==> config.mk <==
export PLATFORM = sky130hd
export DESIGN_NAME = dsk_fetch_engine
export DESIGN_NICKNAME = d
export VERILOG_FILES = /design/src/rtl/dsk_pkg.sv /design/src/rtl/dsk_word_fifo.sv /design/src/rtl/dsk_fetch_engine.sv
export SDC_FILE = /design/constraint.sdc
export NUM_CORES = 1
export LEC_CHECK = 0
export BUFFER_PORTS_ARGS = -buffer_cell sky130_fd_sc_hd__buf_2
export CORE_MARGIN = 3
export CORE_UTILIZATION = 44
export CTS_BUF_LIST = sky130_fd_sc_hd__clkbuf_16
export CTS_CLUSTER_DIAMETER = 60
export DETAILED_ROUTE_END_ITERATION = 12
export GPL_TIMING_DRIVEN = 0
export PLACE_DENSITY_LB_ADDON = 0.25
export SLEW_MARGIN = 10
export SYNTH_ARGS = -nofsm -noshare
export SYNTH_HDL_FRONTEND = slang
export SYNTH_SLANG_ARGS = --single-unit
==> constraint.sdc <==
create_clock -name clk -period 4.1 [get_ports clk]
set_clock_uncertainty 0.15 [all_clocks]
set_input_delay 0.205 -clock clk [delete_from_list [all_inputs] [get_ports clk]]
set_output_delay 0.205 -clock clk [all_outputs]
set_load 0.05 [all_outputs]
==> src/rtl/dsk_pkg.sv <==
// Shared types and widths for the disk-image fetch path.
package dsk_pkg;
  localparam int DSK_ADDR_W = 22;
  localparam int DSK_DATA_W = 16;

  typedef enum logic [1:0] {
    IDLE  = 2'd0,
    FETCH = 2'd1,
    DRAIN = 2'd2,
    DONE  = 2'd3
  } dsk_state_e;
endpackage

==> src/rtl/dsk_word_fifo.sv <==
// Word FIFO between memory capture and the byte serializer; head is readable without popping.
module dsk_word_fifo
  import dsk_pkg::*;
#(
  parameter int FIFO_DEPTH = 8
) (
  input  logic                        clk,
  input  logic                        _reset,
  input  logic                        i_flush,
  input  logic                        i_push,
  input  logic [DSK_DATA_W-1:0]       i_wr_data,
  input  logic                        i_pop,
  output logic [DSK_DATA_W-1:0]       o_rd_data,
  output logic                        o_full,
  output logic                        o_empty,
  output logic [$clog2(FIFO_DEPTH):0] o_level
);
  localparam int AW = $clog2(FIFO_DEPTH);

  logic [DSK_DATA_W-1:0] r_mem [FIFO_DEPTH];
  logic [AW:0]           r_wr_ptr;
  logic [AW:0]           r_rd_ptr;
  logic                  w_do_push;
  logic                  w_do_pop;

  // Pointers carry one extra wrap bit so full and empty are distinguishable.
  assign o_full    = (r_wr_ptr[AW] != r_rd_ptr[AW]) && (r_wr_ptr[AW-1:0] == r_rd_ptr[AW-1:0]);
  assign o_empty   = (r_wr_ptr == r_rd_ptr);
  assign o_level   = r_wr_ptr - r_rd_ptr;
  assign o_rd_data = r_mem[r_rd_ptr[AW-1:0]];
  assign w_do_push = i_push && !o_full;
  assign w_do_pop  = i_pop && !o_empty;

  always_ff @(posedge clk) begin
    if (!_reset || i_flush) begin
      r_wr_ptr <= '0;
      r_rd_ptr <= '0;
    end else begin
      if (w_do_push) r_wr_ptr <= r_wr_ptr + 1'b1;
      if (w_do_pop)  r_rd_ptr <= r_rd_ptr + 1'b1;
    end
  end

  always_ff @(posedge clk) begin
    if (w_do_push) r_mem[r_wr_ptr[AW-1:0]] <= i_wr_data;
  end
endmodule

==> src/rtl/dsk_fetch_engine.sv <==
// Burst reader for one drive: captures granted memory words and streams them out high byte first.
module dsk_fetch_engine
  import dsk_pkg::*;
#(
  parameter int FIFO_DEPTH = 8,
  parameter int LEN_W      = 12
) (
  input  logic                  clk,
  input  logic                  _reset,
  input  logic                  dskReadAck,
  input  logic                  memoryLatch,
  input  logic [DSK_DATA_W-1:0] memoryDataIn,
  output logic [DSK_ADDR_W-1:0] dskReadAddr,
  input  logic                  req_valid,
  output logic                  req_ready,
  input  logic [DSK_ADDR_W-1:0] req_addr,
  input  logic [LEN_W-1:0]      req_words,
  input  logic                  abort,
  output logic                  byte_valid,
  output logic [7:0]            byte_data,
  input  logic                  byte_ready,
  output logic                  busy,
  output logic                  done
);
  localparam int LVL_W = $clog2(FIFO_DEPTH) + 1;

  dsk_state_e            r_state;
  dsk_state_e            w_state_nxt;
  logic [DSK_ADDR_W-1:0] r_addr;
  logic [LEN_W-1:0]      r_remaining;
  logic                  r_byte_valid;
  logic [7:0]            r_byte_data;
  logic [7:0]            r_lo_byte;
  logic                  r_hi_shown;

  logic                  w_accept;
  logic                  w_room;
  logic                  w_capture;
  logic                  w_byte_take;
  logic                  w_ser_load;
  logic [DSK_DATA_W-1:0] w_head;
  logic                  w_fifo_full;
  logic                  w_fifo_empty;
  logic [LVL_W-1:0]      w_fifo_level;

  // The serializer's word counts against FIFO_DEPTH so total buffering stays at FIFO_DEPTH words.
  assign w_room      = !w_fifo_full && !((w_fifo_level == LVL_W'(FIFO_DEPTH - 1)) && r_byte_valid);
  assign w_accept    = req_valid && (r_state == IDLE) && !abort;
  assign w_capture   = (r_state == FETCH) && dskReadAck && memoryLatch && w_room && !abort;
  assign w_byte_take = r_byte_valid && byte_ready;
  assign w_ser_load  = !w_fifo_empty && (!r_byte_valid || (w_byte_take && !r_hi_shown));

  assign dskReadAddr = r_addr;
  assign req_ready   = (r_state == IDLE);
  assign busy        = (r_state == FETCH) || (r_state == DRAIN);
  assign done        = (r_state == DONE);
  assign byte_valid  = r_byte_valid;
  assign byte_data   = r_byte_data;

  always_ff @(posedge clk) begin
    if (!_reset) r_state <= IDLE;
    else         r_state <= w_state_nxt;
  end

  always_comb begin
    w_state_nxt = r_state;
    if (abort) begin
      w_state_nxt = IDLE;
    end else begin
      case (r_state)
        IDLE:    if (w_accept) w_state_nxt = (req_words == '0) ? DONE : FETCH;
        FETCH:   if (w_capture && (r_remaining == LEN_W'(1))) w_state_nxt = DRAIN;
        DRAIN:   if (w_fifo_empty && !r_byte_valid) w_state_nxt = DONE;
        DONE:    w_state_nxt = IDLE;
        default: w_state_nxt = IDLE;
      endcase
    end
  end

  // Capture stage: address only moves on a capture edge, so it is stable through each ack window.
  always_ff @(posedge clk) begin
    if (!_reset) begin
      r_addr      <= '0;
      r_remaining <= '0;
    end else if (w_accept && (req_words != '0)) begin
      r_addr      <= req_addr;
      r_remaining <= req_words;
    end else if (w_capture) begin
      r_addr      <= r_addr + 1'b1;
      r_remaining <= r_remaining - 1'b1;
    end
  end

  dsk_word_fifo #(
    .FIFO_DEPTH(FIFO_DEPTH)
  ) u_fifo (
    .clk      (clk),
    ._reset   (_reset),
    .i_flush  (abort),
    .i_push   (w_capture),
    .i_wr_data(memoryDataIn),
    .i_pop    (w_ser_load && !abort),
    .o_rd_data(w_head),
    .o_full   (w_fifo_full),
    .o_empty  (w_fifo_empty),
    .o_level  (w_fifo_level)
  );

  // Serializer stage: a new word loads on the same edge its predecessor's low byte is taken.
  always_ff @(posedge clk) begin
    if (!_reset) begin
      r_byte_valid <= 1'b0;
      r_byte_data  <= '0;
      r_lo_byte    <= '0;
      r_hi_shown   <= 1'b0;
    end else if (abort) begin
      r_byte_valid <= 1'b0;
      r_hi_shown   <= 1'b0;
    end else if (w_ser_load) begin
      r_byte_valid <= 1'b1;
      r_byte_data  <= w_head[15:8];
      r_lo_byte    <= w_head[7:0];
      r_hi_shown   <= 1'b1;
    end else if (w_byte_take) begin
      if (r_hi_shown) begin
        r_byte_data <= r_lo_byte;
        r_hi_shown  <= 1'b0;
      end else begin
        r_byte_valid <= 1'b0;
      end
    end
  end
endmodule
# Yosys cells after proc, flatten, opt, wreduce, memory -nomap -nowiden
# Memories as Yosys holds them, arrays and structs flattened. A register that Yosys moved wholly into a read port is not among the register bits.
# Index checks and enable logic that the tools add are counted.
word_totals:
  regBits: 62
  ram_bits: 128
  inputBits: 57
  output_inout_bits: 34
  memories: 1
memory_table:
  columns: ["memory", "depth", "width", "read_ports", "rd_ports_with_merged_regs", "write_ports", "line_no", "text"]
  rows:
  - ["u_fifo.r_mem", 8, 16, 1, 1, 1, "dsk_word_fifo.sv:20", "logic [DSK_DATA_W-1:0] r_mem [FIFO_DEPTH];"]
classes:
  add_sub_neg: 5
  n_eq_ne: 12
  muxes: 21
  bitwise_logic: 2
  reduce_logical: 39
op_table:
  columns: ["cell", "n"]
  rows:
  - ["$mux W22", 2]
  - ["$mux W12", 2]
  - ["$mux W8", 3]
  - ["$add A22 B1 Y22 const B", 1]
  - ["$logic_and A1 B1 Y1", 18]
  - ["$eq A12 B1 Y1 const B", 1]
  - ["$logic_not A12 Y1", 1]
  - ["$reduce_bool A12 Y1", 1]
  - ["$sub A12 B1 Y12 const B", 1]
  - ["$add A4 B1 Y4 const B", 2]
  - ["$mux W2", 4]
  - ["$ne A2 B1 Y1 const B", 4]
  - ["$pmux W2 S4", 1]
  - ["$logic_not A1 Y1", 7]
  - ["$mux W1", 7]
  - ["$mux W3", 2]
  - ["$reduce_and A3 Y1", 2]
  - ["$reduce_bool A2 Y1", 3]
  - ["$eq A2 B2 Y1 const B", 2]
  - ["$eq A4 B3 Y1 const B", 1]
  - ["$eq A4 B4 Y1", 1]
  - ["$reduce_and A2 Y1", 2]
  - ["$sub A4 B4 Y4", 1]
  - ["$eq A3 B3 Y1", 1]
  - ["6 further kinds", 9]

# Logic depth before layout (Yosys ltp)
# Gate-level depths: netlist of run 1.
logic_depth:
  depth_word: 10
  mapped_depth: 11
  depth_no_buf: 10

# Cells and area by module
# Synthesis of run 1 repeated with hierarchy kept, for this count alone.
unflattened:
  hier_cells: 583
  area_unflattened_um2: 8326.7
by_module_without_submodules:
  columns: ["mod", "n_inst", "cells_each", "area_each_um2", "seq_area_each_um2"]
  rows:
  - ["dsk_word_fifo", 1, 260, 5550.3, 4063.9]
  - ["dsk_fetch_engine", 1, 323, 2776.4, 1081.0]

# Worst setup path after synthesis of run 1
# OpenSTA, ideal clock, no wires.
synth_timing:
  path_type: "flip-flop to flip-flop"
  startpoint: "register u_fifo.r_wr_ptr[0]"
  endpoint: "memory u_fifo.r_mem[2][0], enable pin"
  setup_ns: 0.436
  t_arrival_ns: 3.640
  required_time_ns: 3.514
  setup_slack_ns: -0.127
  stages_incl_launch_ff: 11
  synth_period_minus_slack_ns: 4.227
  cell_sequence: "dfxtp_1 > inv_1 > ha_1 > inv_1 > fa_1 > nand2_1 > nor3_2 > a31oi_4 > o21ai_2 > buf_4 > nor4b_1"
synth_via:
  elab_chain_cells: 10
synth_lines:
  columns: ["item", "line_no", "text"]
  rows:
  - ["start, declared", "dsk_word_fifo.sv:21", "logic [AW:0] r_wr_ptr;"]
  - ["start signal, assigned", "dsk_word_fifo.sv:39", "if (w_do_push) r_wr_ptr <= r_wr_ptr + 1'b1;"]
  - ["$sub A4 B4 Y4", "dsk_word_fifo.sv:29", "assign o_level = r_wr_ptr - r_rd_ptr;"]
  - ["$eq A4 B3 Y1", "dsk_fetch_engine.sv:47", "assign w_room = !w_fifo_full && !((w_fifo_level == LVL_W'(FIFO_DEPTH - 1)) && r_byte_valid);"]
  - ["$logic_and A1 B1 Y1", "dsk_fetch_engine.sv:47", null]
  - ["$logic_not A1 Y1", "dsk_fetch_engine.sv:47", null]
  - ["$logic_and A1 B1 Y1", "dsk_fetch_engine.sv:47", null]
  - ["$logic_and A1 B1 Y1 (2 in series)", "dsk_fetch_engine.sv:49", "assign w_capture = (r_state == FETCH) && dskReadAck && memoryLatch && w_room && !abort;"]
  - ["$logic_and A1 B1 Y1", "dsk_word_fifo.sv:31", "assign w_do_push = i_push && !o_full;"]
  - ["$mux W1", "dsk_word_fifo.sv:45", "if (w_do_push) r_mem[r_wr_ptr[AW-1:0]] <= i_wr_data;"]
  - ["$mux W1 (implied by the code)", "dsk_word_fifo.sv:45", null]
  - ["end, declared", "dsk_word_fifo.sv:20", null]
# Several ways; a longest one is shown, not always the timed one.

# Worst setup path after layout of run 1
layout_timing:
  startpoint: "register u_fifo.r_wr_ptr[0]"
  endpoint: "memory u_fifo.r_mem[2][7], enable pin"
# Same word-level chain as after synthesis.

==> results of run 1 <==
-- cells in the mapped netlist, drive strengths merged (2+ instances only) --
cell / instances / area [µm²]
mux4: 32 / 721
mux2i: 19 / 190
nor4: 5 / 31.3
o211a: 8 / 80.1
or3: 8 / 50.1
dfxtp: 65 / 1300
buf: 14 / 63.8
a31oi: 10 / 77.6
and2: 4 / 25.0
xor2: 24 / 210
o22ai: 4 / 25.0
nor2: 20 / 75.1
nand3b: 2 / 15.0
o21ai: 58 / 294
ha: 12 / 150
nand3: 6 / 30.0
nand2: 47 / 176
nor2b: 4 / 25.0
clkbuf: 22 / 82.6
o221a: 2 / 22.5
a21oi: 27 / 146
nand2b: 2 / 12.5
o2111ai: 8 / 70.1
o211ai: 18 / 140
or4: 3 / 26.3
nand4: 4 / 25.0
o31ai: 2 / 15.0
xnor2: 6 / 60.1
inv: 9 / 33.8
nor3: 9 / 55.1
and4: 3 / 26.3
edfxtp: 128 / 3840
and3: 6 / 37.5
-- critical path: cells and delay by family (launching register included) --
kind	cells	cell delay [ns]
compound gates	2	0.48
fa+ha+maj	2	0.65
buf+inv	4	0.72
flops	1	0.54
simple gates	3	0.87
-- power by group --
part	internal (µW)	total, µW	switching, µW
Sequential	2100	2130	33.9
Clock	931	1700	773
Combinational	112	298	187
Total	3140	4130	994
-- area by class of cell --
class	count	area, µm²
clock buffers	17	425
plain buffers	36	146
fillers	1446	7910
well taps	229	287
repair buffers	153	1080
flip-flops and latches	193	5140
clock inverters	15	193
multi-input cells	366	2990
inverters	9	33.8
-- sequential cells by signal, indices dropped and copies added (netlist names), named ones only --
| name | count |
|---|---|
| byte_data | 8 |
| byte_valid | 1 |
| dskReadAddr | 22 |
| r_hi_shown | 1 |
| r_lo_byte | 8 |
| r_remaining | 12 |
| r_state | 2 |
| u_fifo.r_mem | 128 |
| u_fifo.r_rd_ptr | 4 |
| u_fifo.r_wr_ptr | 4 |
-- through the flow --
| step | power [µW] | util, % |
|---|---|---|
| 2_1_floorplan | 2330 | - |
| 3_3_place_gp | 2420 | 49.5 |
| 3_5_place_dp | 2430 | 50.5 |
| 4_1_cts | 4150 | 56.6 |
| 5_1_grt | 4260 | 56.6 |
| 6_report | 4140 | 56.6 |
-- metal layers --
layer	track usage [%]	wire length, µm
met1	25.0	8320
met2	33.5	9990
met3	3.08	962
met4	8.30	440
met5	0	0
-- layout by cell type (no fill, tap or decap), types with 4 or more instances in the layout --
cell	count
a21oi_1	26
a31oi_1	9
and3_1	6
buf_1	7
buf_2	95
buf_4	11
buf_6	4
clkbuf_1	22
clkbuf_16	17
dfxtp_1	65
dlygate4sd3_1	48
edfxtp_1	128
ha_1	12
inv_1	9
inv_8	4
mux2i_1	19
mux4_2	32
nand2_1	47
nand3_1	6
nand4_1	4
nor2_1	19
nor2b_1	4
nor3_1	4
nor3_2	5
o2111ai_1	8
o211a_1	8
o211ai_1	17
o21ai_0	51
o21ai_1	6
o22ai_1	4
or3_1	8
xnor2_1	5
xor2_1	24
-- cells by family (layout without fill, tap and decap cells) --
group,count (synthesis),after routing,synth area share (%)
mux,52,52,11.2
fa+ha+maj,13,13,2.06
compound gates,141,141,11.0
buf+inv,45,230,2.18
simple gates,130,130,8.11
xor+xnor,30,30,3.27
flops,193,193,62.2
-- worst max path at each step --
stage                            start             endpoint  cells past startpoint
floorplan           u_fifo.r_wr_ptr[0]   u_fifo.r_mem[0][0]                     10
global placement    u_fifo.r_wr_ptr[0]   u_fifo.r_mem[0][7]                     10
detailed placement  u_fifo.r_wr_ptr[0]  u_fifo.r_mem[2][13]                     11
CTS                 u_fifo.r_wr_ptr[0]  u_fifo.r_mem[2][15]                     11
global route        u_fifo.r_wr_ptr[0]  u_fifo.r_mem[2][15]                     11
finish              u_fifo.r_wr_ptr[0]   u_fifo.r_mem[2][7]                     11
-- timing repair --
item / CTS / global route
hold endpoints to repair: 161 / 0
setup endpoints to repair: 0 / 0
hold buffers: 48 / 0
==> results.toml, run 1 <==
[route]
finalWirelength_um = 19700
ant_nets = 0
dr.pass1.iters = 5
wl_per_cell_um = 19.4
vias = 5736
via_per_inst = 5.63
drt_iter0_drc = 345
drc = 0

[cts]
cts_tree = "done"
cts-root-buf = "clkbuf_16"
clock_path_buffers = 2
cts.htree.levels = 4
cts_sinks = 193
cts.repair.resized = 0
numCtsBuffers = 17
cts_setup_buffers = 0
clkTransAtPathRegs_ns = 0.07
clk_latency_ns = 0.43

[critical_path]
crit_path_max_incr_delay_ns = 0.70
arrival_ns = 3.69
path_max_fanout = 10
cp_common_cell = "inv_1"
cp-start-kind = "register"
r2r_setup_slack_ns = 0.40
crit_type = "register to register"
end_kind = "register"
cp_cell_sequence = "inv_1 -> ha_1 -> inv_1 -> fa_1 -> nand2_1 -> nor3_2 -> a31oi_4 -> o21ai_2 -> buf_4 -> nor4b_4 -> buf_8"
reg2regPathDepth = 11
r2r_end = "u_fifo.r_mem[2][7]"
r2r-start = "u_fifo.r_wr_ptr[0]"
crit_required_ns = 4.09
crit_slowest_cell = "nor4b_4"

[timing]
period_needed_ns = 3.70
max_freq_mhz = 270
holdWs_ns = 0.00439
hold_viol_final = 0
worst_pin_slew_ns = 0.836
setup_viol = 0
maxSlewViolCount = 0
rsz0062_at_grt = "false"
period_share_pct = 90.4
slew_headroom_pct = 44.2
layout_setup_ws_ns = 0.395
tns_ns = 0

[grt]
grt_remaining_overflow = 0
track_usage_pct = 19.6
grt_pass1_vias = 5815
grt_max_degree = 20
grt_pass1_wl_um = 30600
antenna_found_initial = 0

[finish]
syn2layout_area_growth_pct = 24.6
drive_gt1_share_pct = 24.6
final_cells = 1018
nNetsFinal = 846
diodes = 0
fin_area_mm2 = 0.0103

[placed_design]
place_hpwl_um = 14100
place_area_mm2 = 0.00920
pre_cts_ws_ns = 0.416
gp_congestion = 0.871
dp.cells = 938
io_buffers = 89

[synthesis]
synth_cell_type_count = 57
synth_fp_nets = 674
yosysSeqAreaShare_pct = 62.2
postSynthCellCount = 604
yosys_register_bits = 193
synth_edf_count = 128
ys.flop_type = "edfxtp_1"
avgSynthCellArea_um2 = 13.7
synthArstFlopShare_pct = 0
yosysWarnings = 0
synth_area_mm2 = 0.00827

[die]
ios = 91
coreArea_mm2 = 0.0182
fp.dieH_um = 143
die_area_mm2 = 0.0205
rows = 49
die_w_um = 143
start_util_pct = 45.4

[power]
peakVddDrop_uv = 305
cellPowerDensity_mw_per_mm2 = 402
leakagePower_uw = 0.00359

[min_path]
hp-class = "primary input to register"
min_to = "u_fifo.r_wr_ptr[3]"
whs_path_depth = 3
hold_path.startpoint = "abort"

[flow_run]
cap_violations = 0

[status]
status = "finished, final reports clean"
(Power assumes the default switching activity.)
==> run 2, diff against run 1 <==
--- a/config.mk
+++ b/config.mk
@@ -16,4 +16,5 @@
 export SLEW_MARGIN = 10
 export SYNTH_ARGS = -nofsm -noshare
 export SYNTH_HDL_FRONTEND = slang
+export SYNTH_HIERARCHICAL = 1
 export SYNTH_SLANG_ARGS = --single-unit
==> constraint.sdc (replaced) <==
create_clock -name clk -period 3.4 [get_ports clk]
set_clock_uncertainty 0.15 [all_clocks]
set_input_delay 0.17 -clock clk [delete_from_list [all_inputs] [get_ports clk]]
set_output_delay 0.17 -clock clk [all_outputs]
set_load 0.05 [all_outputs]
==> results.toml, run 2 <==
[route]
drc = 0
via_per_inst = 5.51
vias = 5522
dr.pass1.iters = 5
wl_per_cell_um = 19.3
ant_nets = 0
finalWirelength_um = 19300
drt_iter0_drc = 360

[die]
coreArea_mm2 = 0.0183
fp.dieH_um = 144
start_util_pct = 45.6
ios = 91
die_w_um = 144
rows = 49
die_area_mm2 = 0.0206

[critical_path]
path_max_fanout = 12
r2r-start = "u_fifo/r_rd_ptr[1]"
crit_slowest_cell = "dfxtp_2"
crit_required_ns = 3.38
end_kind = "register"
cp_cell_sequence = "inv_1 -> ha_1 -> a21o_1 -> a21oi_1 -> xnor2_1 -> nand4b_1 -> o211ai_1 -> inv_2 -> buf_6 -> o21ai_4 -> or2_4 -> nor3_4 -> buf_6"
cp_common_cell = "buf_6"
critPathBufInv = 4
cp-startpoint = "u_fifo/r_rd_ptr[1]"
cp-start-kind = "register"
arrival_ns = 3.16
cp_top_family = "compound AO/OA/AOI/OAI gates"
crit_type = "register to register"
crit_path_max_incr_delay_ns = 0.39

[grt]
grt_remaining_overflow = 0
antenna_found_initial = 0
grt_max_degree = 20
grt_pass1_wl_um = 30300
grt_pass1_vias = 5607
track_usage_pct = 19.3

[finish]
register_area_mm2 = 0.00515
largest_register_ffs = 128
diodes = 0
syn2layout_area_growth_pct = 26.1
fill_cells = 1417
fin_area_mm2 = 0.0105
drive_gt1_share_pct = 24.3
mostFrequentLayoutCells = "edfxtp_1, buf_2, dfxtp_1"
nNetsFinal = 830
final_cells = 1002
multiInputGateArea_mm2 = 0.00307
layout_commonest_cell = "edfxtp_1"

[placed_design]
place_hpwl_um = 12700
dp.cells = 909
place_area_mm2 = 0.00920
gp_congestion = 0.890
io_buffers = 90
pre_cts_ws_ns = -0.936

[timing]
holdWs_ns = 0.0424
maxSlewViolCount = 0
period_share_pct = 93.4
max_freq_mhz = 315
rsz0062_at_grt = "false"
period_needed_ns = 3.18
slew_headroom_pct = 49.0
setup_viol = 0
layout_setup_ws_ns = 0.225
worst_pin_slew_ns = 0.765
hold_viol_final = 0

[cts]
numCtsBuffers = 17
clk_latency_ns = 0.43
clock_path_buffers = 2
cts-root-buf = "clkbuf_16"
cts_sinks = 193
cts.htree.levels = 4
clkTransAtPathRegs_ns = 0.07
cts_tree = "done"

[synthesis]
ys.flop_type = "edfxtp_1"
postSynthCellCount = 583
synth_area_mm2 = 0.00833
yosysSeqAreaShare_pct = 61.8
yosysMostFrequentCell = "edfxtp_1"
synthTopCellsByArea = "edfxtp_1, dfxtp_1, mux4_1, xnor2_1, mux2i_1"
yosys-top-cells-count = "edfxtp_1, dfxtp_1, nor2_1, o21ai_0, a21oi_1"
synth_edf_count = 128
avgSynthCellArea_um2 = 14.3
yosysWarnings = 6
synth_cell_type_count = 54
synth_top_area_share_pct = 46.2
synth_fp_nets = 653
synthArstFlopShare_pct = 0
synth_top_area_cell = "edfxtp_1"
yosys_register_bits = 193

[power]
leakagePower_uw = 0.00363
cellPowerDensity_mw_per_mm2 = 469
peakVddDrop_uv = 356

[min_path]
hp-class = "primary input to register"
hold_path.startpoint = "abort"

[status]
status = "finished, final reports clean"

[flow_run]
cap_violations = 0
-- run 2: cell count changes after synthesis, moves of 8 or more --
| cell | delta |
|---|---|
| mux2_2 | +16 |
| xor2_1 | -11 |
| xnor2_1 | +22 |
| nand2_1 | -28 |
| nor2_1 | +25 |
| o211a_1 | -8 |
| inv_1 | +12 |
| mux4_2 | -28 |
| nor4_1 | +10 |
| o211ai_1 | -13 |
| mux4_1 | +28 |
| o21ai_0 | -21 |
| a211oi_1 | +11 |
-- run 2: worst paths after layout --
path | end | slack (ns) | cells after the start
min | byte_data[3] | 0.04 | 4
max reg2reg | u_fifo/r_mem[2][15] | 0.22 | 13
min reg2reg | r_lo_byte[0] | 0.35 | 2
max | u_fifo/r_mem[2][15] | 0.22 | 13
-- run 2: logic make-up after synthesis --
kind of cell,Yosys count,synth area share (%)
AO/OA/AOI/OAI,91,6.70
XOR/XNOR,41,4.40
adder cells (fa/ha/maj),13,2.04
buffers and inverters,49,2.61
flip-flops,193,61.8
multiplexers,66,14.2
AND/OR/NAND/NOR,130,8.20
-- run 2: final cells by class --
| type | count | area share [%] |
|---|---|---|
| inverter | 21 | 0.751 |
| buffer | 27 | 1.36 |
| clock buffer | 17 | 4.05 |
| multi-input combinational | 341 | 29.2 |
| clock inverter | 15 | 1.62 |
| tap | 229 | 2.73 |
| timing repair buffer | 159 | 11.2 |
| sequential | 193 | 49.1 |
-- run 2: what timing repair did --
action,in CTS,in global routing
pin swaps,4,0
endpoints found under the hold margin,165,0
resized for setup,12,7
hold buffers,56,0
setup endpoints to repair,137,77
cloned,0,0
setup buffers,6,0
-- run 2: routing by layer --
metal	GRT usage, %	vias to the layer above	share of wire (%)
li1	-	2603	-
met1	26.7	2735	44
met2	31.6	163	49
met3	4.13	21	5.8
met4	4.66	0	1.2
met5	0	-	0
-- run 2: worst min-delay path: stages --
cell and delay (ns):
buf_2 0.15, a211oi_2 0.10, nor2_1 0.10, a211oi_1 0.05
-- run 2: per-stage QoR --
| stage | TNS (ns) | util, % | power, µW |
|---|---|---|---|
| CTS | 0 | 57.3 | 4960 |
| detailed placement | -64.66 | 50.3 | 2940 |
| global placement | -164.38 | 49.8 | 2920 |
| finish | 0 | 57.5 | 4920 |
| global route | 0 | 57.5 | 5090 |
| floorplan | -17.63 | - | 2820 |
-- run 2: power breakdown --
group          total, µW  internal (µW)  leakage [µW]  switching, µW
Combinational        366            142       0.00166            224
Clock               1990           1050      0.000289            939
Sequential          2570           2530       0.00168           39.7
